`src/rtl/dmem_pkg.sv`:
```
// Shared definitions for the data-memory arbiter: FSM encoding, port indices
// and default geometry.
package dmem_pkg;

    typedef enum logic [1:0] {
        ST_IDLE   = 2'd0,
        ST_ACCESS = 2'd1,
        ST_RESP   = 2'd2
    } state_e;

    localparam logic PORT_A = 1'b0;
    localparam logic PORT_B = 1'b1;

    localparam int DEF_ADDR_W = 32;
    localparam int DEF_DATA_W = 32;
    localparam int DEF_DEPTH  = 10;

endpackage

```
`src/rtl/dmem_arbiter_rr_arb2.sv`:
```
// Two-request round-robin picker. Holds the port granted last; on a tie the
// other port wins. The pointer resets to B so that A wins the first tie.
module rr_arb2
    import dmem_pkg::*;
(
    input  logic clock,
    input  logic reset,
    input  logic req_a,
    input  logic req_b,
    input  logic upd,
    input  logic upd_port,
    output logic gnt_valid,
    output logic gnt_port
);

    logic last_q;
    logic last_d;

    // Combinational pick: single requester wins, tie goes to the port not granted last.
    always_comb begin
        gnt_valid = req_a | req_b;
        gnt_port  = PORT_A;
        if (req_a && req_b) begin
            gnt_port = (last_q == PORT_A) ? PORT_B : PORT_A;
        end else if (req_b) begin
            gnt_port = PORT_B;
        end
    end

    // Pointer moves to the winner when its transaction completes.
    always_comb begin
        last_d = last_q;
        if (upd) begin
            last_d = upd_port;
        end
    end

    // Pointer register.
    always_ff @(posedge clock) begin
        if (reset) begin
            last_q <= PORT_B;
        end else begin
            last_q <= last_d;
        end
    end

endmodule

```
`src/rtl/dmem_arbiter.sv`:
```
// Two-port round-robin arbiter and sequencer for the shared data memory.
// One access per three cycles: grant in IDLE, strobe in ACCESS, ack in RESP.
// Optional address range check enabled by defining DMEM_ARB_RANGE_CHECK_EN.
//
// state     | meaning
// ----------+--------------------------------------------------------------
// ST_IDLE   | waiting for a request; pick winner and latch its fields
// ST_ACCESS | drive one-cycle mem_write / mem_read from the latched fields
// ST_RESP   | capture read data, pulse the winner's ack, move the pointer
module dmem_arbiter
    import dmem_pkg::*;
#(
    parameter int ADDR_W = DEF_ADDR_W,
    parameter int DATA_W = DEF_DATA_W,
    parameter int DEPTH  = DEF_DEPTH
) (
    input  logic              clock,
    input  logic              reset,
    input  logic              a_req,
    input  logic              a_we,
    input  logic [ADDR_W-1:0] a_addr,
    input  logic [DATA_W-1:0] a_wdata,
    output logic              a_ack,
    output logic [DATA_W-1:0] a_rdata,
    output logic              a_err,
    input  logic              b_req,
    input  logic              b_we,
    input  logic [ADDR_W-1:0] b_addr,
    input  logic [DATA_W-1:0] b_wdata,
    output logic              b_ack,
    output logic [DATA_W-1:0] b_rdata,
    output logic              b_err,
    output logic              mem_write,
    output logic              mem_read,
    output logic [ADDR_W-1:0] mem_daddress,
    output logic [DATA_W-1:0] mem_din,
    input  logic [DATA_W-1:0] mem_dout
);

`ifdef DMEM_ARB_RANGE_CHECK_EN
    localparam logic CHECK_EN = 1'b1;
`else
    localparam logic CHECK_EN = 1'b0;
`endif

    localparam logic [ADDR_W-1:0] DEPTH_A = ADDR_W'(DEPTH);

    state_e            state_q, state_d;
    logic              win_q, win_d;
    logic              we_q, we_d;
    logic [ADDR_W-1:0] addr_q, addr_d;
    logic [DATA_W-1:0] wdata_q, wdata_d;
    logic              err_q, err_d;
    logic [DATA_W-1:0] a_rdata_q, a_rdata_d;
    logic [DATA_W-1:0] b_rdata_q, b_rdata_d;

    logic              gnt_valid;
    logic              gnt_port;
    logic              upd;
    logic              sel_we;
    logic [ADDR_W-1:0] sel_addr;
    logic [DATA_W-1:0] sel_wdata;
    logic              sel_bad;

    rr_arb2 u_rr_arb2 (
        .clock     (clock),
        .reset     (reset),
        .req_a     (a_req),
        .req_b     (b_req),
        .upd       (upd),
        .upd_port  (win_q),
        .gnt_valid (gnt_valid),
        .gnt_port  (gnt_port)
    );

    // Mux the candidate winner's request fields and range-check its address.
    always_comb begin
        sel_we    = (gnt_port == PORT_B) ? b_we    : a_we;
        sel_addr  = (gnt_port == PORT_B) ? b_addr  : a_addr;
        sel_wdata = (gnt_port == PORT_B) ? b_wdata : a_wdata;
        sel_bad   = CHECK_EN && (sel_addr >= DEPTH_A);
    end

    // Next-state, latch and strobe/ack generation.
    always_comb begin
        state_d   = state_q;
        win_d     = win_q;
        we_d      = we_q;
        addr_d    = addr_q;
        wdata_d   = wdata_q;
        err_d     = err_q;
        a_rdata_d = a_rdata_q;
        b_rdata_d = b_rdata_q;
        upd       = 1'b0;
        mem_write = 1'b0;
        mem_read  = 1'b0;
        a_ack     = 1'b0;
        b_ack     = 1'b0;
        a_err     = 1'b0;
        b_err     = 1'b0;
        case (state_q)
            ST_IDLE: begin
                if (gnt_valid) begin
                    win_d   = gnt_port;
                    we_d    = sel_we;
                    addr_d  = sel_addr;
                    wdata_d = sel_wdata;
                    err_d   = sel_bad;
                    state_d = ST_ACCESS;
                end
            end
            ST_ACCESS: begin
                // An out-of-range access keeps the memory untouched.
                mem_write = we_q && !err_q;
                mem_read  = !we_q && !err_q;
                state_d   = ST_RESP;
            end
            ST_RESP: begin
                if (win_q == PORT_A) begin
                    a_ack = 1'b1;
                    a_err = err_q;
                    if (!we_q && !err_q) begin
                        a_rdata_d = mem_dout;
                    end
                end else begin
                    b_ack = 1'b1;
                    b_err = err_q;
                    if (!we_q && !err_q) begin
                        b_rdata_d = mem_dout;
                    end
                end
                upd     = 1'b1;
                state_d = ST_IDLE;
            end
            default: begin
                state_d = ST_IDLE;
            end
        endcase
    end

    // Read data is presented in the ack cycle straight from memory and held afterwards.
    assign a_rdata      = a_rdata_d;
    assign b_rdata      = b_rdata_d;
    assign mem_daddress = addr_q;
    assign mem_din      = wdata_q;

    // State and latch registers.
    always_ff @(posedge clock) begin
        if (reset) begin
            state_q   <= ST_IDLE;
            win_q     <= PORT_A;
            we_q      <= 1'b0;
            addr_q    <= '0;
            wdata_q   <= '0;
            err_q     <= 1'b0;
            a_rdata_q <= '0;
            b_rdata_q <= '0;
        end else begin
            state_q   <= state_d;
            win_q     <= win_d;
            we_q      <= we_d;
            addr_q    <= addr_d;
            wdata_q   <= wdata_d;
            err_q     <= err_d;
            a_rdata_q <= a_rdata_d;
            b_rdata_q <= b_rdata_d;
        end
    end

endmodule

```
`config.mk`:
```
export PLATFORM = sky130hd
export DESIGN_NAME = dmem_arbiter
export DESIGN_NICKNAME = d
export VERILOG_FILES = /design/src/rtl/dmem_pkg.sv /design/src/rtl/dmem_arbiter_rr_arb2.sv /design/src/rtl/dmem_arbiter.sv
export SDC_FILE = /design/constraint.sdc
export NUM_CORES = 1
export LEC_CHECK = 0
export ABC_AREA = 1
export BUFFER_PORTS_ARGS = -buffer_cell sky130_fd_sc_hd__buf_2
export CAP_MARGIN = 30
export CORE_ASPECT_RATIO = 1.25
export CORE_MARGIN = 2
export CORE_UTILIZATION = 52
export DETAILED_ROUTE_END_ITERATION = 12
export HOLD_SLACK_MARGIN = 0.05
export PLACE_DENSITY = 0.86
export RECOVER_POWER = 50
export SYNTH_ARGS = -nofsm -noshare
export SYNTH_HDL_FRONTEND = slang
export SYNTH_SLANG_ARGS = --single-unit
```
`constraint.sdc`:
```
create_clock -name clock -period 3.02 [get_ports clock]
set_input_delay 0.302 -clock clock [delete_from_list [all_inputs] [get_ports clock]]
set_output_delay 0.302 -clock clock [all_outputs]
set_load 0.05 [all_outputs]
```
* Word-level counts from Yosys, hierarchy flattened
Cells that the tools add are included.
** Word-level totals
- Output and inout bits :: 134
- Input port bits :: 166
- Bits in registers :: 133
- Word-level logic and storage cells :: 37
** Cells by class
- Bitwise logic cells :: 1
- Multiplexer cells :: 21
- Equal/unequal tests :: 3
- Reduce and logical (&&, ||, !) cells :: 4
** Operators by type and width (count)
- $mux W32 :: 8
- $mux W1 :: 11
- $pmux W2 S2 :: 1
- $eq A2 B1 Y1 const B :: 1
- $eq A2 B2 Y1 const B :: 1
- $logic_not A2 Y1 :: 1
- $mux W2 :: 1
- $ne A2 B2 Y1 const B :: 1
- $reduce_and A2 Y1 :: 1
- $logic_and A1 B1 Y1 :: 1
- $logic_not A1 Y1 :: 1
- $or A1 B1 Y1 :: 1

* Logic depth before layout (Yosys ltp)
- Word-level depth :: 3
- Gate-level depth with buffers :: 8
- Depth with buffers taken out :: 6

* By module
Synthesis repeated with hierarchy kept, for this count alone.
** Unflattened totals
- Cell total of the unflattened synthesis :: 1162
- Area total of the unflattened synthesis :: 6780.3 um^2
** Modules (own cells, without submodules)
- dmem_arbiter :: times used 1, cells an instance 1154, seq. area each 2642.5 um^2, area an instance 6726.5 um^2
- rr_arb2 :: times used 1, cells an instance 8, seq. area each 20.0 um^2, area an instance 53.8 um^2

* Least setup slack after synthesis
No wires, ideal clock.
- Path kind :: reg2out
- Start point :: register state_q[1]
- End point :: output a_ack
- Arrival :: 1.587 ns
- Stages on the path, launching flop included :: 7
- Required time :: 2.718 ns
- Buffers on the path :: 2
- Path slack :: 1.131 ns
- Cell sequence :: dfxtp_1 > inv_1 > nor2_2 > buf_2 > buf_2 > inv_1 > nor2_1
** On the way
- Word-level cells in the longest chain between the ends :: 2
** Ends and longest elaborated chain
- from (decl) :: RTL line dmem_arbiter.sv:48 : state_e state_q, state_d;
- from (signal assigned) :: RTL line dmem_arbiter.sv:159 : state_q <= state_d;
- $eq A2 B2 Y1 :: RTL line dmem_arbiter.sv:101 : case (state_q)
- $mux W1 :: RTL line dmem_arbiter.sv:101
- to (decl) :: RTL line dmem_arbiter.sv:23 : output logic a_ack,
No other way between the ends.

* Worst setup path in the final report
Ends and elaborated chain as after synthesis.

==> impl_metrics.json <==
{
  "p_switching_mw": 1.99,
  "dpl-instance-area_um2": 8670,
  "clk_latency_ns": 0.41,
  "die_area_um2": 14800,
  "r2r-start": "state_q[0]$_SDFFE_PP0P_",
  "cts-root-buf": "clkbuf_16",
  "synth_edf_count": 0,
  "worstSetupStartpoint": "state_q[1]$_SDFFE_PP0P_",
  "synthArstFlopShare_pct": 0,
  "ioPinCount": 300,
  "max_cap_violations": 1,
  "grt_overflow_total": 0,
  "hpwl_mm": 14.9,
  "grt_pass1_wl_mm": 33.4,
  "postSynthAreaPerCell_um2": 5.78,
  "worst_ep_arrival_time_ns": 2.15,
  "clock_path_buffers": 2,
  "synthTopCellsByCount": "330 x nand2_1, 296 x inv_1, 267 x nor2_1",
  "dr.pass1.iters": 5,
  "track_usage_pct": 28.5,
  "period_minus_slack_ns": 2.45,
  "drive_gt1_share_pct": 18.8,
  "pwr-share-clk_pct": 39.8,
  "synthSimpleGateAreaFrac_pct": 41.6,
  "ys_warn_count": 0,
  "p_int_mw": 3.78,
  "worst_hold_path_type": "primary input to flip-flop",
  "drt_wl_total_mm": 21.2,
  "yosys.area.top_type": "dfxtp_1",
  "finalClockSkew_ns": 0.0166,
  "die_w_um": 109,
  "yosysSeqAreaShare_pct": 37.1,
  "power_mw": 5.77,
  "cts_tree": "built",
  "worstPathRequired_ns": 2.72,
  "grt_max_degree": 68,
  "syn_inst": 1243,
  "leakagePower_nw": 5.75,
  "synth_compound_area_share_pct": 0.314,
  "synthAdderAreaFrac_pct": 0,
  "post_cts_buffers": 0,
  "pwr-share-comb_pct": 26.3,
  "final_cell_area_um2": 9240,
  "core_um2": 13600,
  "fin_crit_sh_pct": 81.1,
  "clock-sinks": 133,
  "rows": 48,
  "num-nets-final": 1661,
  "rsz0062_at_grt": "false",
  "critPathKind": "flip-flop to primary output",
  "hold_viol_final": 0,
  "crit_path_end_kind": "primary output",
  "viasPerCell": 4.72,
  "grt_pass1_vias": 7198,
  "clk_pin_slew_ns": 0.06,
  "power.density_nw_per_um2": 625,
  "yosys.cell_count.top_type": "nand2_1",
  "ctsHoldBuffers": 0,
  "cp-start-kind": "flip-flop",
  "cts-resized-gates": 0,
  "fmax_ghz": 0.408,
  "fillers": 1310,
  "gp_congestion": 0.915,
  "ir_drop_uv": 307,
  "fin_util_pct": 67.7,
  "sw_frac_of_total_pct": 34.5,
  "ys_types": 17,
  "die_y_um": 135,
  "area_growth_pct": 28.6,
  "synth_top_family_by_area": "simple AND/OR/NAND/NOR gates",
  "synth_area_leaders": "dfxtp_1 37%, nand2_1 17%, inv_1 15%",
  "relSlewSlack_pct": -36.7,
  "detailroute.via_count": 7954,
  "worstHoldStart": "b_wdata[31]",
  "postRouteAntennaNets": 0,
  "setup_viol": 0,
  "tightestPinTransition_ns": 2.04,
  "drt_iter0_markers": 521,
  "setup_tns_ns": 0,
  "drc": 0,
  "antenna_found_initial": 2,
  "synth_top_area_share_pct": 37.1,
  "synthMuxAreaShare_pct": 0,
  "io_buffers": 297,
  "violations": "max-capacitance violations, max-slew violations",
  "sequentialPowerShare_pct": 33.9,
  "ys_ff_latch": 133,
  "synthFlopType": "dfxtp_1",
  "htreeDepth": 4,
  "cts_made_buffers": 17,
  "synth_xor_area_share_pct": 0,
  "synth_area_um2": 7180,
  "wl_per_cell_um": 12.6,
  "finalMaxSlewViolations": 28,
  "cp_max_fo": 66,
  "start_util_pct": 52.7,
  "status": "finished with violations"
}
-- critical path, stage by stage (launching register included) --
cell,delay (ns)
dfxtp_1,0.32
inv_1,0.07
nor2_1,0.16
buf_4,0.56
inv_1,0.13
nor2_1,0.18
buf_2,0.30
-- power by group through the flow --
stage | logic [mW] | clock network [mW] | registers, mW
2_1_floorplan | 0.801 | 0 | 2.33
3_3_place_gp | 1.53 | 0 | 1.98
3_5_place_dp | 1.54 | 0 | 1.99
4_1_cts | 1.55 | 2.32 | 1.95
5_1_grt | 1.66 | 2.41 | 1.97
6_report | 1.52 | 2.30 | 1.95
-- per-stage QoR --
stage,setup WS (ns),hold slack (ns),cells
global placement,1.08,0.479,1651
CTS,0.620,0.216,1683
finish,0.570,0.229,1685
detailed placement,1.04,0.483,1651
global route,0.343,0.240,1685
floorplan,1.13,0.469,1244
-- logic make-up after synthesis --
family                 Yosys count
buffers and inverters          376
other                            1
AO/OA/AOI/OAI                    3
flip-flops                     133
AND/OR/NAND/NOR                730
-- final timing paths --
path	slack (ns)	cells after the start	end
min	0.23	5	mem_din[31]$_SDFFE_PP0P_
max reg2reg	0.86	6	mem_din[28]$_SDFFE_PP0P_
max	0.57	6	a_ack
min reg2reg	0.49	2	win_q$_SDFFE_PP0P_
-- sequential cells by signal (all words and copies together) (netlist names) --
signal / count
we_q: 1
mem_din: 32
state_q: 2
u_rr_arb2.last_q: 1
b_rdata_q: 32
mem_daddress: 32
win_q: 1
a_rdata_q: 32
-- layer usage --
metal  global-route usage, %  vias to the layer above  part of all wire, %
met5                       0                        -                    0
met4                    13.5                        0                  3.9
li1                        -                     4086                    -
met1                    32.4                     3456                   38
met2                    49.2                      350                   50
met3                    7.41                       62                  7.8
-- cells in the final DEF (no fill, tap or decap), types with 3 or more instances in the layout --
master | Yosys | final
buf_12 | 0 | 3
buf_2 | 37 | 232
buf_4 | 11 | 10
bufinv_16 | 0 | 5
clkbuf_1 | 20 | 66
clkbuf_16 | 0 | 17
clkinv_4 | 0 | 3
dfxtp_1 | 133 | 133
inv_1 | 296 | 294
inv_2 | 1 | 3
nand2_1 | 330 | 329
nand3_1 | 68 | 68
nand4_1 | 64 | 64
nor2_1 | 267 | 267
-- area by class of cell --
type	instances	area (um2)	area share, %
multi-input combinational	735	3030	32.8
sequential	133	2660	28.8
timing repair buffer	311	1550	16.7
inverter	297	1110	12.1
clock buffer	21	460	4.99
tap	175	219	2.37
clock inverter	11	198	2.14
antenna	2	5.00	0.0542
No activity file was read; power rests on OpenSTA's default activity.
